$ cat src/rtl/hazard_scoreboard.sv
// Interlock/forwarding scoreboard tracking in-flight destinations across DEPTH post-ID slots.
// Optional HAZARD_PERF_CNT_EN adds the stall_cycles and fwd_events counters.
module hazard_scoreboard #(
    parameter int unsigned NUM_REGS   = 32,
    parameter int unsigned DEPTH      = 3,
    parameter int unsigned LOAD_READY = 3,
    localparam int unsigned REG_AW    = $clog2(NUM_REGS),
    localparam int unsigned SEL_W     = $clog2(DEPTH + 1)
) (
    input  logic              clk,
    input  logic              reset,
    input  logic              id_valid,
    input  logic [REG_AW-1:0] id_rs,
    input  logic [REG_AW-1:0] id_rt,
    input  logic              id_rs_used,
    input  logic              id_rt_used,
    input  logic [REG_AW-1:0] id_rd,
    input  logic              id_wr_en,
    input  logic              id_is_load,
    input  logic              flush_id,
    output logic              stall,
    output logic [SEL_W-1:0]  ex_fwd_a,
    output logic [SEL_W-1:0]  ex_fwd_b
`ifdef HAZARD_PERF_CNT_EN
    ,
    output logic [31:0]       stall_cycles,
    output logic [31:0]       fwd_events
`endif
);

    typedef struct packed {
        logic              valid;
        logic [REG_AW-1:0] dest;
        logic              is_load;
    } slot_t;

    slot_t            slots [DEPTH];
    logic [SEL_W-1:0] sel_a;
    logic [SEL_W-1:0] sel_b;
    logic             haz_a;
    logic             haz_b;
    logic             issue;
    logic [SEL_W-1:0] nxt_fwd_a;
    logic [SEL_W-1:0] nxt_fwd_b;

    function automatic int ready_of(input logic is_load);
        return is_load ? int'(LOAD_READY) : 2;
    endfunction

    // Producer search: scan oldest to youngest so the youngest candidate wins.
    always_comb begin
        sel_a = '0;
        sel_b = '0;
        haz_a = 1'b0;
        haz_b = 1'b0;
        for (int s = int'(DEPTH) - 1; s >= 1; s--) begin
            if (slots[s-1].valid && slots[s-1].dest != '0) begin
                if (id_rs_used && id_rs != '0 && slots[s-1].dest == id_rs) begin
                    sel_a = SEL_W'(s + 1);
                    haz_a = (s + 1) < ready_of(slots[s-1].is_load);
                end
                if (id_rt_used && id_rt != '0 && slots[s-1].dest == id_rt) begin
                    sel_b = SEL_W'(s + 1);
                    haz_b = (s + 1) < ready_of(slots[s-1].is_load);
                end
            end
        end
    end

    assign stall     = id_valid && !flush_id && (haz_a || haz_b);
    assign issue     = id_valid && !flush_id && !stall;
    assign nxt_fwd_a = issue ? sel_a : '0;
    assign nxt_fwd_b = issue ? sel_b : '0;

    // Slot shift register and registered forward selects.
    always_ff @(posedge clk) begin
        if (reset) begin
            for (int i = 0; i < int'(DEPTH); i++) begin
                slots[i] <= '0;
            end
            ex_fwd_a <= '0;
            ex_fwd_b <= '0;
        end else begin
            if (issue) begin
                slots[0] <= '{valid: id_wr_en && (id_rd != '0), dest: id_rd, is_load: id_is_load};
            end else begin
                slots[0] <= '0;
            end
            for (int i = 1; i < int'(DEPTH); i++) begin
                slots[i] <= slots[i-1];
            end
            ex_fwd_a <= nxt_fwd_a;
            ex_fwd_b <= nxt_fwd_b;
        end
    end

`ifdef HAZARD_PERF_CNT_EN
    // Event counters, wrapping modulo 2^32.
    always_ff @(posedge clk) begin
        if (reset) begin
            stall_cycles <= '0;
            fwd_events   <= '0;
        end else begin
            stall_cycles <= stall_cycles + 32'(stall);
            fwd_events   <= fwd_events + 32'(nxt_fwd_a != '0) + 32'(nxt_fwd_b != '0);
        end
    end
`endif

endmodule

$ cat config.mk
export PLATFORM = sky130hd
export DESIGN_NAME = hazard_scoreboard
export DESIGN_NICKNAME = d
export VERILOG_FILES = /design/src/rtl/hazard_scoreboard.sv
export SDC_FILE = /design/constraint.sdc
export NUM_CORES = 1
export LEC_CHECK = 0
export BUFFER_PORTS_ARGS = -buffer_cell sky130_fd_sc_hd__buf_2
export CORE_MARGIN = 2
export CORE_UTILIZATION = 50
export CTS_CLUSTER_SIZE = 16
export DETAILED_ROUTE_END_ITERATION = 12
export HOLD_SLACK_MARGIN = 0.1
export PLACE_DENSITY = 0.77
export SYNTH_ARGS = -nofsm -noshare
export SYNTH_HDL_FRONTEND = slang
export SYNTH_SLANG_ARGS = --single-unit
$ cat constraint.sdc
create_clock -name clk -period 5.85 [get_ports clk]
set_input_delay 0.585 -clock clk [delete_from_list [all_inputs] [get_ports clk]]
set_output_delay 0.585 -clock clk [all_outputs]
set_load 0.005 [all_outputs]
==> flow_summary_export.csv, run 1 <==
group,metric,value,unit
yosys,netlist.top_cell.by_area,"edfxtp_1",
setup_path,path_buf_inv,1,
pwr,totalPowerFinal,238,µW
clock_network,root_buffer,"clkbuf_4",
final_layout,fillCellCount,166,
yosys,ys_ff_latch,17,
yosys,netlist_instances,92,
pwr,power_frac_seq,59.3,%
run_status,status,"finished, final reports clean",
sta,skew,0.00492,ns
clock_network,cts_setup_buffers,0,
die,die_area,0.00235,mm²
grt,grt_pass1_wl,3310,µm
detailed_routing,wl_met3,104,µm
setup_path,crit_path_start_kind,"flip-flop",
setup_path,startpoint,"slots[0][2]$_SDFFCE_PP0P_",
clock_network,clock_path_buffers,2,
die,die_h,48.5,µm
clock_network,cts-buffers-inserted,3,
sta,fin_crit_sh,42.4,%
yosys,synthTopCellsByArea,"edfxtp_1 39%, xnor2_1 8.8%, xor2_1 8.8%, dfxtp_1 8.1%, nor2b_1 3.8%",
die,core,0.00192,mm²
detailed_routing,vias,816,
final_layout,multi_input_area,566,µm²
die,num_rows,16,
pwr,p_leak,0.523,nW
yosys,synth_seq_area_share,47.5,%
setup_path,critPathTopFamily,"simple AND/OR/NAND/NOR gates",
setup_path,cp.required,5.27,ns
sta,drv_slew,0,
worst_hold_path,worstHoldEndpoint,"slots[0][0]$_SDFFCE_PP0P_",
detailed_routing,dr.first_iter.drc_count,20,
grt,grt_pass1_vias,858,
final_layout,regArea,470,µm²
pwr,swShare,24.4,%
pwr,p_clk_share,25.5,%
yosys,netlist.area_leader.share,39.4,%
yosys,avgSynthCellArea,10.8,µm²
setup_path,rr_endpoint,"slots[0][6]$_SDFFCE_PP0P_",
sta,finalSetupViolCount,0,
pwr,p_sw,58.3,µW
detailed_routing,top_layer_used,"met4",
setup_path,cp_max_fo,4,
sta,layout_setup_ws,3.37,ns
place,place.gp.congestion,0.951,
final_layout,drive_gt1_share,25.2,%
detailed_routing,wl_met2,979,µm
clock_network,cts_sinks,17,
final_layout,nNetsFinal,159,
setup_path,critical-path-slowest-cell,"edfxtp_1",
final_layout,antenna_cells,0,
clock_network,ctsHoldBuffers,0,
detailed_routing,routed_wl,1940,µm
grt,globalRoute.totalOverflow,0,
sta,hold_viol_final,0,
detailed_routing,drtAntennaViolNets,0,
place,dp_hpwl,1620,µm
detailed_routing,met1Wirelength,791,µm
detailed_routing,drc,0,
sta,fin_crit,2.48,ns
setup_path,rr_worst_depth,5,
sta,whs,0.573,ns
detailed_routing,dr.pass1.iters,4,
pwr,p_int,180,µW
place,place_ws,3.39,ns
clock_network,cts.clk_slew.worst_paths,0.09,ns
clock_network,cts_resized,0,
yosys,synth_cell_type_count,29,
place,placed_cell_area,0.00120,mm²
clock_network,h-tree-depth,1,
die,initial_core_util,51.6,%
flow_run,cap_viol_max_count,0,
setup_path,worstPathCellList,"xnor2_1 > nand3_1 > or3_1 > a211oi_1 > buf_2",
final_layout,areaGrowthSynthToFinish,24.2,%
place,dp_cells,158,
setup_path,crit_path_max_incr_delay,0.48,ns
pwr,combinationalPowerShare,15.2,%
clock_network,clkLatencyLatePin,0.29,ns
setup_path,cp.arrival,1.90,ns
detailed_routing,routedWlPerCell,12.0,µm
yosys,syn_area,991,µm²
grt,grtUsageTotal,18.6,%
final_layout,fin_cells,162,
worst_hold_path,hp-start,"id_is_load",
setup_path,crit_type,"reg -> out",
place,io_buffers,27,
pwr,ir_drop,0.158,mV
sta,setup-tns-final,0,ns
grt,grt_max_degree,10,
worst_hold_path,hold_depth,2,
worst_hold_path,holdCritPathClass,"in -> reg",
setup_path,end_kind,"output port",
clock_network,cts_tree,"done",
sta,fmax,403,MHz
final_layout,design_area,0.00123,mm²
final_layout,utilization,64.1,%
die,die_w,48.5,µm
yosys,yosysWarnings,0,
grt,grt_antenna_before_repair,0,
pwr,powerDensity,194,mW/mm²
setup_path,r2r-start,"slots[0][2]$_SDFFCE_PP0P_",
die,io_pins,28,
setup_path,reg2reg_setup_slack,3.77,ns
sta,rsz0062_at_grt,"no",
detailed_routing,viasPerCell,5.04,
state kept, by name, summed over array words and instances (netlist names):
name      count
ex_fwd_a      2
ex_fwd_b      2
slots        13
cells in the mapped netlist (all sizes together):
master  count
o311a       1
a21boi      1
o211a       2
a41o        1
nand3       3
nand2b      1
and3        1
or2         1
o211ai      1
a21oi       1
o21ai       4
o2111a      1
or3         3
nor3        4
xor2       10
a211oi      1
nor2b       7
or4         4
dfxtp       4
edfxtp     13
xnor2      10
and2        6
conb        1
nor2        5
nand2       4
nor4        2
how the worst max path moves through the flow:
| stage | end | slack (ns) | cells after the start |
|---|---|---|---|
| 2_1_floorplan | stall | 3.74 | 4 |
| 3_3_place_gp | stall | 3.40 | 6 |
| 3_5_place_dp | stall | 3.39 | 6 |
| 4_1_cts | stall | 3.35 | 5 |
| 5_1_grt | stall | 3.17 | 5 |
| 6_report | stall | 3.37 | 5 |
kinds of logic after synthesis:
| kind of cell | synth area share (%) |
|---|---|
| AND/OR/NAND/NOR | 24.5 |
| other | 0.378 |
| XOR/XNOR | 17.7 |
| flip-flops | 47.5 |
| AO/OA/AOI/OAI | 9.98 |
cells in the final DEF, fill, tap and decap left out:
master,netlist,layout
a211oi_1,1,1
a21boi_0,1,1
a21oi_1,1,1
a41o_1,1,1
and2_1,5,5
and2_2,1,1
and3_1,1,1
buf_2,0,27
clkbuf_1,0,1
clkbuf_4,0,3
conb_1,1,13
dfxtp_1,4,4
edfxtp_1,13,13
nand2_1,4,4
nand2b_1,1,1
nand3_1,3,3
nor2_1,5,5
nor2b_1,6,6
nor2b_4,1,1
nor3_1,4,4
nor4_1,2,2
o2111a_1,1,1
o211a_1,2,2
o211ai_1,1,1
o21ai_0,4,4
o311a_1,1,1
or2_2,1,1
or3_1,3,3
or4_1,3,3
or4_4,1,1
xnor2_1,10,10
xor2_1,10,10
routing by layer:
| layer | global-route usage, % | vias to the layer above |
|---|---|---|
| met5 | 0 | - |
| met4 | 12.4 | 0 |
| met3 | 2.47 | 6 |
| met2 | 33.6 | 28 |
| met1 | 20.4 | 373 |
| li1 | - | 409 |
layout make-up:
class / count / share of cell area [%]
multi-input combinational: 87 / 45.9
sequential: 17 / 38.2
timing repair buffer: 27 / 11.0
tap: 27 / 2.74
clock buffer: 4 / 2.13
power by group through the flow:
stage	registers (mW)	clock network, mW	logic [mW]
final	0.141	0.0609	0.0362
after floorplan	0.142	0	0.0215
after global routing	0.143	0.0681	0.0408
after CTS	0.142	0.0636	0.0360
after detailed placement	0.144	0	0.0358
after global placement	0.144	0	0.0343
No activity file was read; power rests on OpenSTA's default activity.
==> inputs of run 2 (changes only) <==
- CORE_UTILIZATION: 50 -> 45
- PLACE_DENSITY: 0.77 -> 0.73
- clock period: 5.85 -> 2.1 ns (I/O delays scaled with it)
==> flow_summary_export.csv, run 2 (synthesis gave the netlist of run 1 again) <==
group,metric,value,unit
run_status,status,"finished, final reports clean",
grt,grt_pass1_wl,3530,µm
worst_hold_path,holdCritPathClass,"in -> reg",
final_layout,regArea,470,µm²
final_layout,top_register,"slots",
setup_path,critical-path-slowest-cell,"edfxtp_1",
detailed_routing,drtAntennaViolNets,0,
grt,globalRoute.totalOverflow,0,
pwr,p_leak,0.537,nW
final_layout,top_regs,"slots (13), ex_fwd_a (2), ex_fwd_b (2)",
final_layout,drive_gt1_share,29.9,%
sta,skew,0.00177,ns
die,die_h,50.9,µm
clock_network,cts_sinks,17,
sta,drv_slew,0,
clock_network,cts_tree,"done",
flow_run,cap_viol_max_count,0,
clock_network,cts-buffers-inserted,3,
detailed_routing,dr.first_iter.drc_count,11,
die,die_w,50.9,µm
sta,hold_viol_final,0,
final_layout,multi_input_area,589,µm²
detailed_routing,routed_wl,2140,µm
clock_network,ctsHoldBuffers,0,
setup_path,crit_path_max_incr_delay,0.44,ns
setup_path,cp_max_fo,5,
detailed_routing,viasPerCell,5.16,
grt,grtUsageTotal,18.2,%
worst_hold_path,worstHoldEndpoint,"slots[0][0]$_SDFFCE_PP0P_",
clock_network,clkLatencyLatePin,0.29,ns
die,io_pins,28,
die,num_rows,16,
sta,rsz0062_at_grt,"yes",
clock_network,cts.clk_slew.worst_paths,0.10,ns
grt,grt_use_met2,32.7,%
die,initial_core_util,49.0,%
die,die_area,0.00259,mm²
final_layout,largest_reg_flops,13,
clock_network,h-tree-depth,1,
grt,grt_antenna_before_repair,0,
setup_path,crit_type,"reg -> out",
detailed_routing,vias,847,
setup_path,rr_endpoint,"slots[0][6]$_SDFFCE_PP0P_",
grt,grt_pass1_vias,864,
setup_path,worstPathCellList,"buf_4 > xor2_1 > nor3_2 > nand3_2 > a211oi_2 > buf_2",
setup_path,end_kind,"output port",
setup_path,r2r-start,"slots[0][5]$_SDFFCE_PP0P_",
worst_hold_path,hold_depth,2,
final_layout,areaGrowthSynthToFinish,28.2,%
sta,fin_crit,2.04,ns
die,core,0.00202,mm²
setup_path,cp.required,1.89,ns
setup_path,rr_worst_depth,5,
final_layout,utilization,62.8,%
sta,fmax,491,MHz
detailed_routing,drc,0,
sta,finalSetupViolCount,0,
setup_path,cp.arrival,1.83,ns
sta,fin_crit_sh,97.0,%
clock_network,root_buffer,"clkbuf_4",
place,dp_hpwl,1700,µm
detailed_routing,dr.pass1.iters,4,
place,place.gp.congestion,0.835,
final_layout,antenna_cells,0,
grt,gr-usage-met3,4.09,%
setup_path,reg2reg_setup_slack,0.12,ns
grt,top_usage_layer,"met2",
clock_network,clock_path_buffers,2,
final_layout,layout_commonest_cell,"buf_2",
pwr,powerDensity,536,mW/mm²
final_layout,fillCellCount,177,
grt,grtUsageMet1,20.2,%
pwr,ir_drop,0.318,mV
place,io_buffers,27,
detailed_routing,routedWlPerCell,13.1,µm
sta,whs,0.193,ns
final_layout,nNetsFinal,161,
grt,grt_max_degree,10,
worst_hold_path,hp-start,"id_is_load",
setup_path,crit_path_start_kind,"flip-flop",
final_layout,layout_common_cells,"27 x buf_2, 13 x edfxtp_1, 13 x conb_1, 10 x xor2_1, 10 x xnor2_1",
## run 2: cell count changes in the layout (fill, tap and decap cells not counted)
| cell | delta |
|---|---|
| or3_4 | +1 |
| nand3_2 | +1 |
| or3_1 | -1 |
| or4_4 | +1 |
| buf_4 | +2 |
| nor3_2 | +1 |
| a211oi_1 | -1 |
| nand3_1 | -1 |
| or4_1 | -1 |
| a211oi_2 | +1 |
| nor3_1 | -1 |
## run 2: where the power goes
part	internal [mW]	total, mW	switching [mW]
Clock	0.0739	0.178	0.104
Sequential	0.377	0.392	0.0151
Combinational	0.0530	0.110	0.0565
## run 2: final cells by class
cell class	instances	share of cell area [%]
multi-input combinational	87	46.4
sequential	17	37.0
timing repair buffer	29	11.8
tap	27	2.66
clock buffer	4	2.07
## run 2: timing repair
action / 4_1_cts / 5_1_grt
endpoints found under the hold margin: 0 / 0
endpoints found under the setup margin: 0 / 4
resized for setup: 0 / 5
setup buffers: 0 / 1
## run 2: layer usage
metal / wire length, µm / share of wire [%] / up-vias
li1: - / - / 415
met1: 882 / 41 / 398
met2: 1110 / 52 / 28
met3: 104 / 4.9 / 6
met4: 46 / 2.1 / 0
met5: 0 / 0 / -
## run 2: worst max path at each step
| stage | startpoint | endpoint | slack [ns] | depth (start not counted) |
|---|---|---|---|---|
| global route | slots[0][1]$_SDFFCE_PP0P_ | stall | -0.06 | 6 |
| global placement | slots[0][2]$_SDFFCE_PP0P_ | slots[0][6]$_SDFFCE_PP0P_ | 0.16 | 5 |
| detailed placement | slots[0][2]$_SDFFCE_PP0P_ | slots[0][6]$_SDFFCE_PP0P_ | 0.1 | 5 |
| finish | slots[0][1]$_SDFFCE_PP0P_ | stall | 0.06 | 6 |
| floorplan | slots[0][2]$_SDFFCE_PP0P_ | slots[0][6]$_SDFFCE_PP0P_ | 0.21 | 5 |
| CTS | slots[0][1]$_SDFFCE_PP0P_ | stall | 0.02 | 6 |
## run 2: critical path, delay by kind of cell (launching register included)
kind | cells | cell delay [ns]
buffers and inverters | 2 | 0.32
DFF | 1 | 0.44
and+or+nand+nor | 2 | 0.38
xor gates and xnor gates | 1 | 0.16
AOI/OAI and AO/OA | 1 | 0.23
## run 2: metrics by stage
step           TNS (ns)  power [mW]  area (µm²)  instances  setup WS, ns
2_1_floorplan         0       0.456        1040        104         0.214
3_3_place_gp          0       0.500        1210        159         0.163
3_5_place_dp          0       0.503        1210        159        0.0984
4_1_cts               0       0.683        1240        163        0.0215
5_1_grt         -0.0827       0.719        1270        164       -0.0618
6_report              0       0.680        1270        164        0.0630
==> inputs of run 3 (changes only) <==
- CELL_PAD_IN_SITES_DETAIL_PLACEMENT: unset -> 0
- CELL_PAD_IN_SITES_GLOBAL_PLACEMENT: unset -> 1
- CORE_UTILIZATION: 45 -> 35
- PLACE_DENSITY: 0.73 -> 0.74
==> flow_summary_export.csv, run 3 (synthesis gave the netlist of run 1 again) <==
group,metric,value,unit
run_status,status,"finished, final reports clean",
final_layout,layout_commonest_cell,"buf_2",
sta,hold_viol_final,0,
final_layout,layout_common_cells,"27 x buf_2, 13 x edfxtp_1, 13 x conb_1, 10 x xor2_1, 10 x xnor2_1",
place,placed_cell_area,0.00122,mm²
setup_path,cp.arrival,2.14,ns
sta,drv_slew,0,
clock_network,clkLatencyLatePin,0.28,ns
final_layout,nNetsFinal,163,
detailed_routing,dr.pass1.iters,4,
sta,rsz0062_at_grt,"no",
setup_path,critPathTopFamily,"simple AND/OR/NAND/NOR gates",
sta,setup-tns-final,0,ns
pwr,ir_drop,0.236,mV
grt,globalRoute.totalOverflow,0,
detailed_routing,routed_wl,2090,µm
place,place.gp.congestion,0.875,
setup_path,rr_worst_depth,5,
worst_hold_path,hp-start,"id_is_load",
worst_hold_path,worstHoldEndpoint,"slots[0][0]$_SDFFCE_PP0P_",
grt,grt_antenna_before_repair,0,
clock_network,cts_sinks,17,
setup_path,crit_type,"reg -> reg",
sta,fin_crit_sh,94.4,%
setup_path,reg2reg_setup_slack,0.12,ns
die,die_h,57.2,µm
worst_hold_path,holdCritPathClass,"in -> reg",
final_layout,top_register,"slots",
detailed_routing,drtAntennaViolNets,0,
setup_path,cp_max_fo,7,
setup_path,critical-path-slowest-cell,"or4_4",
final_layout,top_regs,"slots (13), ex_fwd_a (2), ex_fwd_b (2)",
die,die_w,57.2,µm
detailed_routing,dr.first_iter.drc_count,36,
final_layout,antenna_cells,0,
clock_network,clock_path_buffers,2,
setup_path,cp_num_cells,5,
grt,grt_pass1_vias,794,
sta,fmax,504,MHz
sta,skew,0.00498,ns
setup_path,r2r-start,"slots[0][2]$_SDFFCE_PP0P_",
sta,fin_crit,1.98,ns
setup_path,worstPathCellList,"or4_4 > o211a_1 > a41o_1 > nor2b_4 > o311a_1",
setup_path,crit_path_max_incr_delay,0.57,ns
clock_network,root_buffer,"clkbuf_4",
grt,grt_pass1_wl,3440,µm
die,initial_core_util,36.2,%
place,dp_hpwl,1750,µm
final_layout,largest_reg_flops,13,
setup_path,rr_endpoint,"slots[0][6]$_SDFFCE_PP0P_",
clock_network,cts.clk_slew.worst_paths,0.10,ns
final_layout,areaGrowthSynthToFinish,29.3,%
grt,grtUsageTotal,13.9,%
clock_network,h-tree-depth,1,
sta,finalSetupViolCount,0,
worst_hold_path,hold_depth,2,
detailed_routing,routedWlPerCell,12.3,µm
clock_network,ctsHoldBuffers,0,
pwr,powerDensity,525,mW/mm²
die,io_pins,28,
final_layout,design_area,0.00128,mm²
clock_network,cts-buffers-inserted,3,
detailed_routing,viasPerCell,4.76,
setup_path,cp.required,2.26,ns
flow_run,cap_viol_max_count,0,
die,num_rows,19,
final_layout,drive_gt1_share,29.5,%
die,die_area,0.00327,mm²
pwr,p_leak,0.546,nW
clock_network,cts_tree,"done",
place,io_buffers,27,
setup_path,crit_path_start_kind,"flip-flop",
detailed_routing,drc,0,
final_layout,fillCellCount,272,
setup_path,end_kind,"flip-flop",
setup_path,path_buf_inv,0,
detailed_routing,vias,810,
die,core,0.00273,mm²
grt,grt_max_degree,10,
run 3: worst max path at each step:
stage                               from                         to  slack (ns)
2_1_floorplan  slots[0][2]$_SDFFCE_PP0P_  slots[0][6]$_SDFFCE_PP0P_        0.21
3_3_place_gp   slots[0][3]$_SDFFCE_PP0P_  slots[0][6]$_SDFFCE_PP0P_        0.15
3_5_place_dp   slots[0][3]$_SDFFCE_PP0P_  slots[0][6]$_SDFFCE_PP0P_        0.12
4_1_cts        slots[0][1]$_SDFFCE_PP0P_                      stall      0.0005
5_1_grt        slots[0][2]$_SDFFCE_PP0P_  slots[0][6]$_SDFFCE_PP0P_        0.01
6_report       slots[0][2]$_SDFFCE_PP0P_  slots[0][6]$_SDFFCE_PP0P_        0.12
run 3: what timing repair did:
| item | in CTS | in global routing |
|---|---|---|
| gates resized for setup | 0 | 3 |
| setup endpoints to repair | 0 | 1 |
| buffers inserted | 0 | 3 |
run 3: metal layers:
| layer | track usage (%) | part of all wire [%] | vias up |
|---|---|---|---|
| met5 | 0 | 0 | - |
| li1 | - | - | 418 |
| met4 | 5.98 | 1.9 | 0 |
| met1 | 18.8 | 45 | 364 |
| met3 | 2.49 | 5.0 | 6 |
| met2 | 21.8 | 48 | 22 |
run 3: layout make-up:
type | instances | area (µm²) | area share (%)
Sequential cell | 17 | 470 | 36.7
Tap cell | 31 | 38.8 | 3.03
Clock buffer | 4 | 26.3 | 2.05
Timing Repair Buffer | 31 | 165 | 12.9
Multi-Input combinational cell | 87 | 581 | 45.3
run 3: power breakdown:
part           switching [mW]  leakage (nW)  internal [mW]
clock                  0.0957        0.0150         0.0736
combinational          0.0548         0.366         0.0561
sequential             0.0148         0.165          0.377
total                   0.165         0.546          0.507
run 3: through the flow:
stage          total power, mW  cells  setup WS, ns  hold WS [ns]  utilization [%]
6_report                 0.672    170         0.117         0.207             46.9
5_1_grt                  0.711    170       0.00958         0.216             46.9
4_1_cts                  0.678    167      0.000508         0.201             45.5
3_5_place_dp             0.504    163         0.120         0.506             44.5
3_3_place_gp             0.503    163         0.149         0.508             44.5
2_1_floorplan            0.456    104         0.214         0.396                -
